File: src/rtl/apb_bus_arbiter_if.sv
// ---------------------------------------------------------------------------
// apb_bus_arbiter_if
// Bundles every requester-side and APB-master-side signal of the
// two-requester APB front end.
//
// Signals:
//   m0_* / m1_*  requester ports (transfer/write/addr/wdata in,
//                rdata/ready/err out of the arbiter)
//   s_*          APB master side (transfer/write/addr/wdata out of the
//                arbiter, rdata/ready back in)
//   grant, busy  arbiter status
//
// Modports:
//   slave  - the arbiter's view. It serves the two requesters and drives
//            the APB master.
//   master - the environment's view. It holds the requesters plus the
//            APB master model.
//
// Handshake: a requester raises mX_transfer with write/addr/wdata stable
// and holds it until mX_ready pulses for one cycle. The arbiter pulses
// s_transfer for one cycle per transfer. s_ready is a one-cycle completion
// that is only honoured while a transfer is outstanding.
// ---------------------------------------------------------------------------
interface apb_bus_arbiter_if #(
  parameter int ADDR_W = 32,
  parameter int DATA_W = 32
);
  logic              m0_transfer;
  logic              m0_write;
  logic [ADDR_W-1:0] m0_addr;
  logic [DATA_W-1:0] m0_wdata;
  logic [DATA_W-1:0] m0_rdata;
  logic              m0_ready;
  logic              m0_err;

  logic              m1_transfer;
  logic              m1_write;
  logic [ADDR_W-1:0] m1_addr;
  logic [DATA_W-1:0] m1_wdata;
  logic [DATA_W-1:0] m1_rdata;
  logic              m1_ready;
  logic              m1_err;

  logic              s_transfer;
  logic              s_write;
  logic [ADDR_W-1:0] s_addr;
  logic [DATA_W-1:0] s_wdata;
  logic [DATA_W-1:0] s_rdata;
  logic              s_ready;

  logic [1:0]        grant;
  logic              busy;

  modport slave (
    input  m0_transfer, m0_write, m0_addr, m0_wdata,
    output m0_rdata, m0_ready, m0_err,
    input  m1_transfer, m1_write, m1_addr, m1_wdata,
    output m1_rdata, m1_ready, m1_err,
    output s_transfer, s_write, s_addr, s_wdata,
    input  s_rdata, s_ready,
    output grant, busy
  );

  modport master (
    output m0_transfer, m0_write, m0_addr, m0_wdata,
    input  m0_rdata, m0_ready, m0_err,
    output m1_transfer, m1_write, m1_addr, m1_wdata,
    input  m1_rdata, m1_ready, m1_err,
    input  s_transfer, s_write, s_addr, s_wdata,
    output s_rdata, s_ready,
    input  grant, busy
  );
endinterface

File: src/rtl/apb_bus_arbiter.sv
// ---------------------------------------------------------------------------
// apb_bus_arbiter
// Lets the CPU (requester 0) and a DMA/debug engine (requester 1) share one
// APB master. Arbitration is round-robin and the grant is held for one
// whole transfer. A response watchdog forces an error completion when the
// peripheral never returns s_ready.
//
// Ports:
//   PCLK     bus clock
//   PRESET   asynchronous, active-low reset
//   bus      apb_bus_arbiter_if.slave (requesters, APB master, grant/busy)
//   state_o  current FSM state (IDLE=0, ISSUE=1, WAIT=2), for debug
//
// Parameters:
//   ADDR_W, DATA_W  bus widths. These must match the interface instance.
//   TIMEOUT         number of WAIT cycles without s_ready before a forced
//                   error completion. A value of 0 disables the watchdog.
// ---------------------------------------------------------------------------
module apb_bus_arbiter #(
  parameter int ADDR_W  = 32,
  parameter int DATA_W  = 32,
  parameter int TIMEOUT = 255
) (
  input  logic                PCLK,
  input  logic                PRESET,
  apb_bus_arbiter_if.slave    bus,
  output logic [1:0]          state_o
);

  localparam logic [1:0] ST_IDLE  = 2'd0;
  localparam logic [1:0] ST_ISSUE = 2'd1;
  localparam logic [1:0] ST_WAIT  = 2'd2;

  // The counter is wide enough to hold TIMEOUT, so it reaches TIMEOUT-1
  // before it can saturate. With the watchdog disabled, one bit is kept
  // only to avoid a zero-width vector.
  localparam bit              TMO_EN   = (TIMEOUT > 0);
  localparam int              CNT_W    = TMO_EN ? $clog2(TIMEOUT + 1) : 1;
  localparam logic [CNT_W-1:0] TMO_LAST = TMO_EN ? CNT_W'(TIMEOUT - 1) : '0;
  localparam logic [CNT_W-1:0] CNT_MAX  = '1;

  logic [1:0]       state_q, state_d;
  logic [1:0]       grant_q, grant_d;
  logic             last_q,  last_d;    // owner of the most recent completion
  logic [CNT_W-1:0] cnt_q,   cnt_d;

  logic in_wait;
  logic resp_ok;      // peripheral answered in WAIT
  logic timeout_hit;  // watchdog fires in this WAIT cycle
  logic done;         // transfer completes this cycle

  assign in_wait     = (state_q == ST_WAIT);
  assign resp_ok     = in_wait && bus.s_ready;
  assign timeout_hit = TMO_EN && in_wait && !bus.s_ready && (cnt_q == TMO_LAST);
  assign done        = resp_ok || timeout_hit;

  always_comb begin
    state_d = state_q;
    grant_d = grant_q;
    last_d  = last_q;
    cnt_d   = cnt_q;
    case (state_q)
      ST_IDLE: begin
        if (bus.m0_transfer || bus.m1_transfer) begin
          // When both requesters contend, the one that did not finish last wins.
          if (bus.m0_transfer && bus.m1_transfer) begin
            grant_d = last_q ? 2'b01 : 2'b10;
          end else begin
            grant_d = bus.m0_transfer ? 2'b01 : 2'b10;
          end
          state_d = ST_ISSUE;
        end
      end
      ST_ISSUE: begin
        cnt_d   = '0;
        state_d = ST_WAIT;
      end
      ST_WAIT: begin
        if (done) begin
          last_d  = grant_q[1];
          grant_d = 2'b00;
          state_d = ST_IDLE;
        end else if (cnt_q != CNT_MAX) begin
          cnt_d = cnt_q + 1'b1;
        end
      end
      default: begin
        grant_d = 2'b00;
        state_d = ST_IDLE;
      end
    endcase
  end

  always_ff @(posedge PCLK or negedge PRESET) begin
    if (!PRESET) begin
      state_q <= ST_IDLE;
      grant_q <= 2'b00;
      last_q  <= 1'b1;
      cnt_q   <= '0;
    end else begin
      state_q <= state_d;
      grant_q <= grant_d;
      last_q  <= last_d;
      cnt_q   <= cnt_d;
    end
  end

  // grant_q is non-zero only in ISSUE and WAIT. Gating the mux with it
  // keeps the master-side buses at zero in IDLE and during reset.
  assign bus.s_transfer = (state_q == ST_ISSUE);
  assign bus.s_write    = (grant_q[0] & bus.m0_write) | (grant_q[1] & bus.m1_write);
  assign bus.s_addr     = ({ADDR_W{grant_q[0]}} & bus.m0_addr)
                        | ({ADDR_W{grant_q[1]}} & bus.m1_addr);
  assign bus.s_wdata    = ({DATA_W{grant_q[0]}} & bus.m0_wdata)
                        | ({DATA_W{grant_q[1]}} & bus.m1_wdata);

  assign bus.m0_ready = done & grant_q[0];
  assign bus.m1_ready = done & grant_q[1];
  assign bus.m0_err   = timeout_hit & grant_q[0];
  assign bus.m1_err   = timeout_hit & grant_q[1];

  // Read data passes through only on a real response. A watchdog
  // completion returns zero.
  assign bus.m0_rdata = {DATA_W{resp_ok & grant_q[0]}} & bus.s_rdata;
  assign bus.m1_rdata = {DATA_W{resp_ok & grant_q[1]}} & bus.s_rdata;

  assign bus.grant = grant_q;
  assign bus.busy  = (state_q == ST_ISSUE) || (state_q == ST_WAIT);
  assign state_o   = state_q;

endmodule

File: src/flat_wrapper.sv
// flat-port wrapper written by rule: the top's interface ports become plain ports
module apb_bus_arbiter_flat 
#(
  parameter int ADDR_W  = 32,
  parameter int DATA_W  = 32,
  parameter int TIMEOUT = 255
)
  (PCLK, PRESET, state_o, bus_m0_transfer, bus_m0_write, bus_m0_addr, bus_m0_wdata, bus_m0_rdata, bus_m0_ready, bus_m0_err, bus_m1_transfer, bus_m1_write, bus_m1_addr, bus_m1_wdata, bus_m1_rdata, bus_m1_ready, bus_m1_err, bus_s_transfer, bus_s_write, bus_s_addr, bus_s_wdata, bus_s_rdata, bus_s_ready, bus_grant, bus_busy);
  apb_bus_arbiter_if #(.ADDR_W(ADDR_W), .DATA_W(DATA_W)) bus_i ();
  input  logic PCLK;
  input  logic PRESET;
  output logic [1:0] state_o;
  input wire logic [$bits(bus_i.m0_transfer)-1:0] bus_m0_transfer;
  input wire logic [$bits(bus_i.m0_write)-1:0] bus_m0_write;
  input wire logic [$bits(bus_i.m0_addr)-1:0] bus_m0_addr;
  input wire logic [$bits(bus_i.m0_wdata)-1:0] bus_m0_wdata;
  output wire logic [$bits(bus_i.m0_rdata)-1:0] bus_m0_rdata;
  output wire logic [$bits(bus_i.m0_ready)-1:0] bus_m0_ready;
  output wire logic [$bits(bus_i.m0_err)-1:0] bus_m0_err;
  input wire logic [$bits(bus_i.m1_transfer)-1:0] bus_m1_transfer;
  input wire logic [$bits(bus_i.m1_write)-1:0] bus_m1_write;
  input wire logic [$bits(bus_i.m1_addr)-1:0] bus_m1_addr;
  input wire logic [$bits(bus_i.m1_wdata)-1:0] bus_m1_wdata;
  output wire logic [$bits(bus_i.m1_rdata)-1:0] bus_m1_rdata;
  output wire logic [$bits(bus_i.m1_ready)-1:0] bus_m1_ready;
  output wire logic [$bits(bus_i.m1_err)-1:0] bus_m1_err;
  output wire logic [$bits(bus_i.s_transfer)-1:0] bus_s_transfer;
  output wire logic [$bits(bus_i.s_write)-1:0] bus_s_write;
  output wire logic [$bits(bus_i.s_addr)-1:0] bus_s_addr;
  output wire logic [$bits(bus_i.s_wdata)-1:0] bus_s_wdata;
  input wire logic [$bits(bus_i.s_rdata)-1:0] bus_s_rdata;
  input wire logic [$bits(bus_i.s_ready)-1:0] bus_s_ready;
  output wire logic [$bits(bus_i.grant)-1:0] bus_grant;
  output wire logic [$bits(bus_i.busy)-1:0] bus_busy;
  assign bus_i.m0_transfer = bus_m0_transfer;
  assign bus_i.m0_write = bus_m0_write;
  assign bus_i.m0_addr = bus_m0_addr;
  assign bus_i.m0_wdata = bus_m0_wdata;
  assign bus_m0_rdata = bus_i.m0_rdata;
  assign bus_m0_ready = bus_i.m0_ready;
  assign bus_m0_err = bus_i.m0_err;
  assign bus_i.m1_transfer = bus_m1_transfer;
  assign bus_i.m1_write = bus_m1_write;
  assign bus_i.m1_addr = bus_m1_addr;
  assign bus_i.m1_wdata = bus_m1_wdata;
  assign bus_m1_rdata = bus_i.m1_rdata;
  assign bus_m1_ready = bus_i.m1_ready;
  assign bus_m1_err = bus_i.m1_err;
  assign bus_s_transfer = bus_i.s_transfer;
  assign bus_s_write = bus_i.s_write;
  assign bus_s_addr = bus_i.s_addr;
  assign bus_s_wdata = bus_i.s_wdata;
  assign bus_i.s_rdata = bus_s_rdata;
  assign bus_i.s_ready = bus_s_ready;
  assign bus_grant = bus_i.grant;
  assign bus_busy = bus_i.busy;
  apb_bus_arbiter #(.ADDR_W(ADDR_W), .DATA_W(DATA_W), .TIMEOUT(TIMEOUT)) u_core (.PCLK(PCLK), .PRESET(PRESET), .bus(bus_i), .state_o(state_o));
endmodule
File: config.mk
export PLATFORM = sky130hd
export DESIGN_NAME = apb_bus_arbiter_flat
export DESIGN_NICKNAME = d
export VERILOG_FILES = /design/src/rtl/apb_bus_arbiter_if.sv /design/src/rtl/apb_bus_arbiter.sv /design/src/flat_wrapper.sv
export SDC_FILE = /design/constraint.sdc
export NUM_CORES = 1
export LEC_CHECK = 0
export BUFFER_PORTS_ARGS = -buffer_cell sky130_fd_sc_hd__clkbuf_2
export CAP_MARGIN = 20
export CORE_AREA = 2 2 119 121
export DETAILED_ROUTE_END_ITERATION = 7
export DIE_AREA = 0 0 121 123
export GPL_TIMING_DRIVEN = 1
export PLACE_DENSITY = 0.46
export SKIP_LAST_GASP = 1
export SYNTH_ARGS = -nofsm -noshare
export SYNTH_HDL_FRONTEND = slang
export SYNTH_SLANG_ARGS = --single-unit
File: constraint.sdc
create_clock -name PCLK -period 1.7 [get_ports PCLK]
set_input_delay 0.085 -clock PCLK [delete_from_list [all_inputs] [get_ports PCLK]]
set_output_delay 0.085 -clock PCLK [all_outputs]
set_load 0.005 [all_outputs]
Word-level counts from Yosys, hierarchy flattened
Index checks and enable logic that the tools add are counted.
{"block": "totals", "elab_cells": 56, "input_bits": 167, "output_inout_bits": 139, "reg_bits": 13}
{"block": "classes", "eq_ne": 8, "n_bitwise": 18, "muxes": 11, "addsub": 1, "reduce_logical": 14}
{"op": "AND 32 bit", "n": 6}
{"op": "OR 32 bit", "n": 2}
{"op": "2-to-1 mux 8 bit", "n": 2}
{"op": "one-hot mux 8 bit (2 select lines)", "n": 1}
{"op": "2-to-1 mux 2 bit", "n": 6}
{"op": "one-hot mux 2 bit (3 select lines)", "n": 2}
{"op": "adder 8 x 1 -> 8 bit, second input constant", "n": 1}
{"op": "AND 1 bit", "n": 8}
{"op": "equality test 8 bit, second input constant", "n": 1}
{"op": "!= test 8 bit, second input constant", "n": 1}
{"op": "!= test 2 bit, second input constant", "n": 3}
{"op": "AND reduction 3 bit", "n": 2}
{"op": "logical AND 1 bit", "n": 4}
{"op": "AND reduction 2 bit", "n": 2}
{"op": "logical OR 1 bit", "n": 3}
{"op": "equality test 2 x 1 -> 1 bit, second input constant", "n": 1}
{"op": "equality test 2 bit, second input constant", "n": 1}
{"op": "zero test 2 bit", "n": 1}
{"op": "!= test 2 x 1 -> 1 bit, second input constant", "n": 1}
{"op": "nonzero test 2 bit", "n": 1}
{"op": "zero test 1 bit", "n": 1}
{"op": "inverter 1 bit", "n": 1}
{"op": "OR 1 bit", "n": 1}

Longest topological paths before layout
{"block": "logic_depth", "ltp_word": 6, "ltp_mapped": 7, "depth_no_buf": 6}

Least setup slack after synthesis
Ideal clock, no wire load.
{"block": "synth_path", "kind": "register to register", "startpoint": "reg u_core.state_q[1] (netlist: u_core.state_o[1])", "endpoint": "reg u_core.cnt_q[6]", "setup_ns": 0.133, "required_time_ns": 1.567, "t_arrival_ns": 1.571, "setup_slack_ns": -0.004, "path_buffers": 1, "path_stages_with_launch": 8, "period_less_slack_ns": 1.704, "path_cell_list": "dfrtp_1 -> inv_1 -> ha_1 -> clkbuf_1 -> nand2_1 -> nor2_1 -> nor4bb_1 -> nor3_1"}
{"block": "synth_via", "elab_chain_len": 6, "elab_cells_between_ends": 11, "classes_between": "4 x eq/ne; 1 x mux; 6 x reduce/logical"}
{"element": "start: declaration", "line_no": "apb_bus_arbiter.sv:42", "source": "logic [1:0] state_q, state_d;"}
{"element": "start signal: assignment", "line_no": "apb_bus_arbiter.sv:101", "source": "state_q <= state_d;"}
{"element": "equality test 2 bit", "line_no": "apb_bus_arbiter.sv:52, apb_bus_arbiter.sv:62"}
{"element": "logical AND 1 bit (2 in series)", "line_no": "apb_bus_arbiter.sv:54", "source": "assign timeout_hit = TMO_EN && in_wait && !bus.s_ready && (cnt_q == TMO_LAST);"}
{"element": "logical OR 1 bit", "line_no": "apb_bus_arbiter.sv:55", "source": "assign done = resp_ok || timeout_hit;"}
{"element": "!= test 2 bit (no line)"}
{"element": "AND reduction 3 bit (no line)"}
{"element": "end signal: assignment", "line_no": "apb_bus_arbiter.sv:104", "source": "cnt_q <= cnt_d;"}
{"element": "end: declaration", "line_no": "apb_bus_arbiter.sv:45", "source": "logic [CNT_W-1:0] cnt_q, cnt_d;"}
Several ways; a longest one is shown, not always the timed one.
A chain may end at the register's enable or synchronous reset.

Worst setup path after layout
{"block": "layout_path", "startpoint": "reg u_core.state_q[0] (netlist: u_core.state_o[0])", "endpoint": "out bus_m1_rdata[20]"}
{"block": "layout_via", "elab_chain_len": 4}
{"element": "equality test 2 bit", "line_no": "apb_bus_arbiter.sv:52", "source": "assign in_wait = (state_q == ST_WAIT);"}
{"element": "logical AND 1 bit", "line_no": "apb_bus_arbiter.sv:53", "source": "assign resp_ok = in_wait && bus.s_ready;"}
{"element": "AND 1 bit", "line_no": "apb_bus_arbiter.sv:125", "source": "assign bus.m1_rdata = {DATA_W{resp_ok & grant_q[1]}} & bus.s_rdata;"}
{"element": "AND 32 bit", "line_no": "apb_bus_arbiter.sv:125"}
{"element": "end: declaration", "line_no": "flat_wrapper.sv:24", "source": "output wire logic [$bits(bus_i.m1_rdata)-1:0] bus_m1_rdata;"}
No other way between the ends.

==> impl_metrics.csv <==
group,metric,value,unit
global_routing,grt_use_met2,0.232,
global_routing,busiest_layer,"met2",
synthesis,async_reset_ff_frac,1.00,
cts,path_clk_slew,50,ps
outcome,outcome,"finished, final reports clean",
timing,report.final.slew_viol_count,0,
placed_design,place_hpwl,9.40,mm
global_routing,antenna_found_initial,0,
critical_path,cpPeakStageDelay,380,ps
drt,avgRoutedWirePerCell,15.6,um
timing,tightest_slew,367,ps
drt,ant_nets,0,
synthesis,yosysWarnings,0,
synthesis,synth_seq_area_share,0.170,
global_routing,grt_use_met3,0.0212,
synthesis,ys_types,34,
synthesis,syn_nets,425,
timing,rsz0062_at_grt,"true",
power_and_ir_drop,power_leakage,2.32,nW
flow_run,drv_cap,0,
power_and_ir_drop,ir_drop,665,uV
floorplan,initial_core_util,0.141,
critical_path,crit_chain,"inv_2 > ha_4 > nand2_2 > nor2_2 > buf_12 > and2_1 > clkbuf_2",
placed_design,port_buffers,305,
critical_path,cp-end-kind,"output port",
hold_path,hold_path_class,"input port to flop",
synthesis,syn_area_per_cell,7.58,um2
synthesis,ys_seq_elements,13,
finish,fin_area,4040,um2
floorplan,dieArea,14900,um2
power_and_ir_drop,fin_total_pwr,0.00396,W
critical_path,crit_path_start_kind,"flop",
floorplan,coreArea,13600,um2
timing,fmax,0.612,GHz
cts,clkLatencyLatePin,250,ps
finish,areaGrowthSynthToFinish,111,%
finish,fin_nets,731,
cts,h-tree-depth,1,
timing,clock_skew,0.759,ps
critical_path,crit_fanout,32,
synthesis,synth_top_flop_cell,"dfrtp_1",
placed_design,placed_cell_area,3730,um2
global_routing,grt_pass1_wl,15.1,mm
placed_design,gp_congestion,0.804,
floorplan,die_h,123,um
timing,whs,93.4,ps
critical_path,critPathSlowestCell,"dfrtp_1",
synthesis,syn_inst,253,
global_routing,use_met1,0.160,
drt,drc,0,
drt,vias,3226,
timing,slew_headroom,0.755,
finish,drive_above_1_share,0.636,
critical_path,worstPathRequired,1620,ps
timing,fin_crit_sh,0.961,
global_routing,grt_use_total,0.129,
drt,drt-total-wl,11.5,mm
cts,cts_buffers,3,
cts,cts_sinks,13,
cts,clockRootBuffer,"clkbuf_16",
synthesis,synth_edf_count,0,
global_routing,grt_overflow,0,
floorplan,io_pins,306,
cts,cts_buffer_depth,2,
drt,viasPerCell,4.37,
global_routing,grt_start_max_net_pins,68,
synthesis,post-synth-top-area-cell,"a22o_1",
synthesis,synth_area,1920,um2
timing,finalSetupViolations,0,
power_and_ir_drop,p_per_area,980,nW/um2
synthesis,yosysTopAreaCellShare,0.302,
floorplan,rows,43,
critical_path,worstSetupPathType,"flop to output port",
critical_path,cp.arrival,1550,ps
drt,drt_iter0_drc,91,
timing,hold_viol_final,0,
global_routing,grt_pass1_vias,2790,
synthesis,ys_top_cells_by_area,"a22o_1, and2_1, dfrtp_1, clkbuf_1, nor2_1",
drt,dr.pass1.iters,4,
timing,period_needed,1630,ps
cts,cts_tree,"done",
finish,antennaDiodeCount,0,
floorplan,die_w,121,um
[layer usage]
metal,vias to the layer above,routed length [um]
met2,141,5910
met3,14,844
met1,1528,4520
met4,0,216
li1,1543,-
met5,-,0
[area by class of cell]
cell class / instances / area (um2)
tap: 180 / 225
multi-input combinational: 210 / 1550
inverter: 8 / 30.0
timing repair buffer: 323 / 1820
sequential: 13 / 332
fill: 1497 / 9570
clock buffer: 4 / 78.8
[worst max-delay path, delay by kind of cell (launching register included)]
kind                     cells  cell delay, ps
AND/OR/NAND/NOR              3             390
flip-flops                   1             380
buffers and inverters        3             370
adder cells (fa/ha/maj)      1             150
[path summary, 6_finish.rpt]
path	slack, ps	cells after the start	endpoint	startpoint
worst max-delay path	70	7	bus_m1_rdata[20]	u_core.state_o[0]
worst min register to register	510	1	u_core.last_q	u_core.last_q
worst max register to register	90	6	u_core.cnt_q[5]	u_core.state_o[0]
worst min-delay path	90	3	u_core.bus.grant[1]	bus_m1_transfer
min in group asynchronous	280	2	u_core.cnt_q[2]	PRESET
max in group asynchronous	1110	2	u_core.last_q	PRESET
[sequential cells by signal (all words and copies together), names as in the netlist]
signal and cells:
u_core.bus.grant 2, u_core.state_o 2, u_core.cnt_q 8, u_core.last_q 1
[what timing repair did]
item	in CTS	in global routing
endpoints found under the hold margin	12	0
pin swaps	1	9
gates resized for setup	9	43
buffers inserted	3	1
endpoints found under the setup margin	64	68
cloned	1	1
hold buffers	1	0
[logic make-up after synthesis]
| logic type | synth area share |
|---|---|
| DFF | 0.170 |
| buffers and inverters | 0.0594 |
| and+or+nand+nor | 0.331 |
| AOI/OAI and AO/OA | 0.396 |
| adders and majority gates | 0.0326 |
| muxes | 0.0111 |
[synthesized netlist by cell type (2+ instances only)]
master / number
nor2_1: 17
o31ai_1: 2
dfrtp_1: 12
o21ai_0: 9
nor2b_1: 4
buf_1: 4
clkbuf_1: 17
a22o_1: 66
o31a_1: 2
nand4b_1: 2
inv_1: 8
a21oi_1: 3
nor3_1: 4
o21ai_1: 2
ha_1: 5
a31oi_1: 3
nand2_1: 13
and2_1: 64
[cells in the final DEF, fill, tap and decap left out, types with 4 or more instances in the layout]
| cell type | count |
|---|---|
| clkbuf_2 | 293 |
| dfrtp_1 | 8 |
| a22o_1 | 66 |
| dfrtp_2 | 4 |
| nor3_1 | 4 |
| buf_6 | 12 |
| clkbuf_16 | 4 |
| inv_1 | 7 |
| buf_12 | 4 |
| nand2_1 | 11 |
| nor2_1 | 14 |
| and2_1 | 52 |
| and2_4 | 12 |
| buf_4 | 10 |
| o21ai_0 | 9 |
[through the flow]
step	TNS (ps)	std cells	setup slack [ps]	utilization
after detailed placement	0	728	88.7	0.274
after global placement	0	728	16.0	0.274
final	0	738	66.2	0.297
after global routing	-105	738	-18.7	0.297
after CTS	0	737	2.77	0.287
after floorplan	0	253	100	-
[power by group]
part	internal [W]	switching, W
sequential	0.000394	0.0000806
combinational	0.00151	0.00152
clock	0.000318	0.000144
total	0.00222	0.00174
No activity file was read; power rests on OpenSTA's default activity.
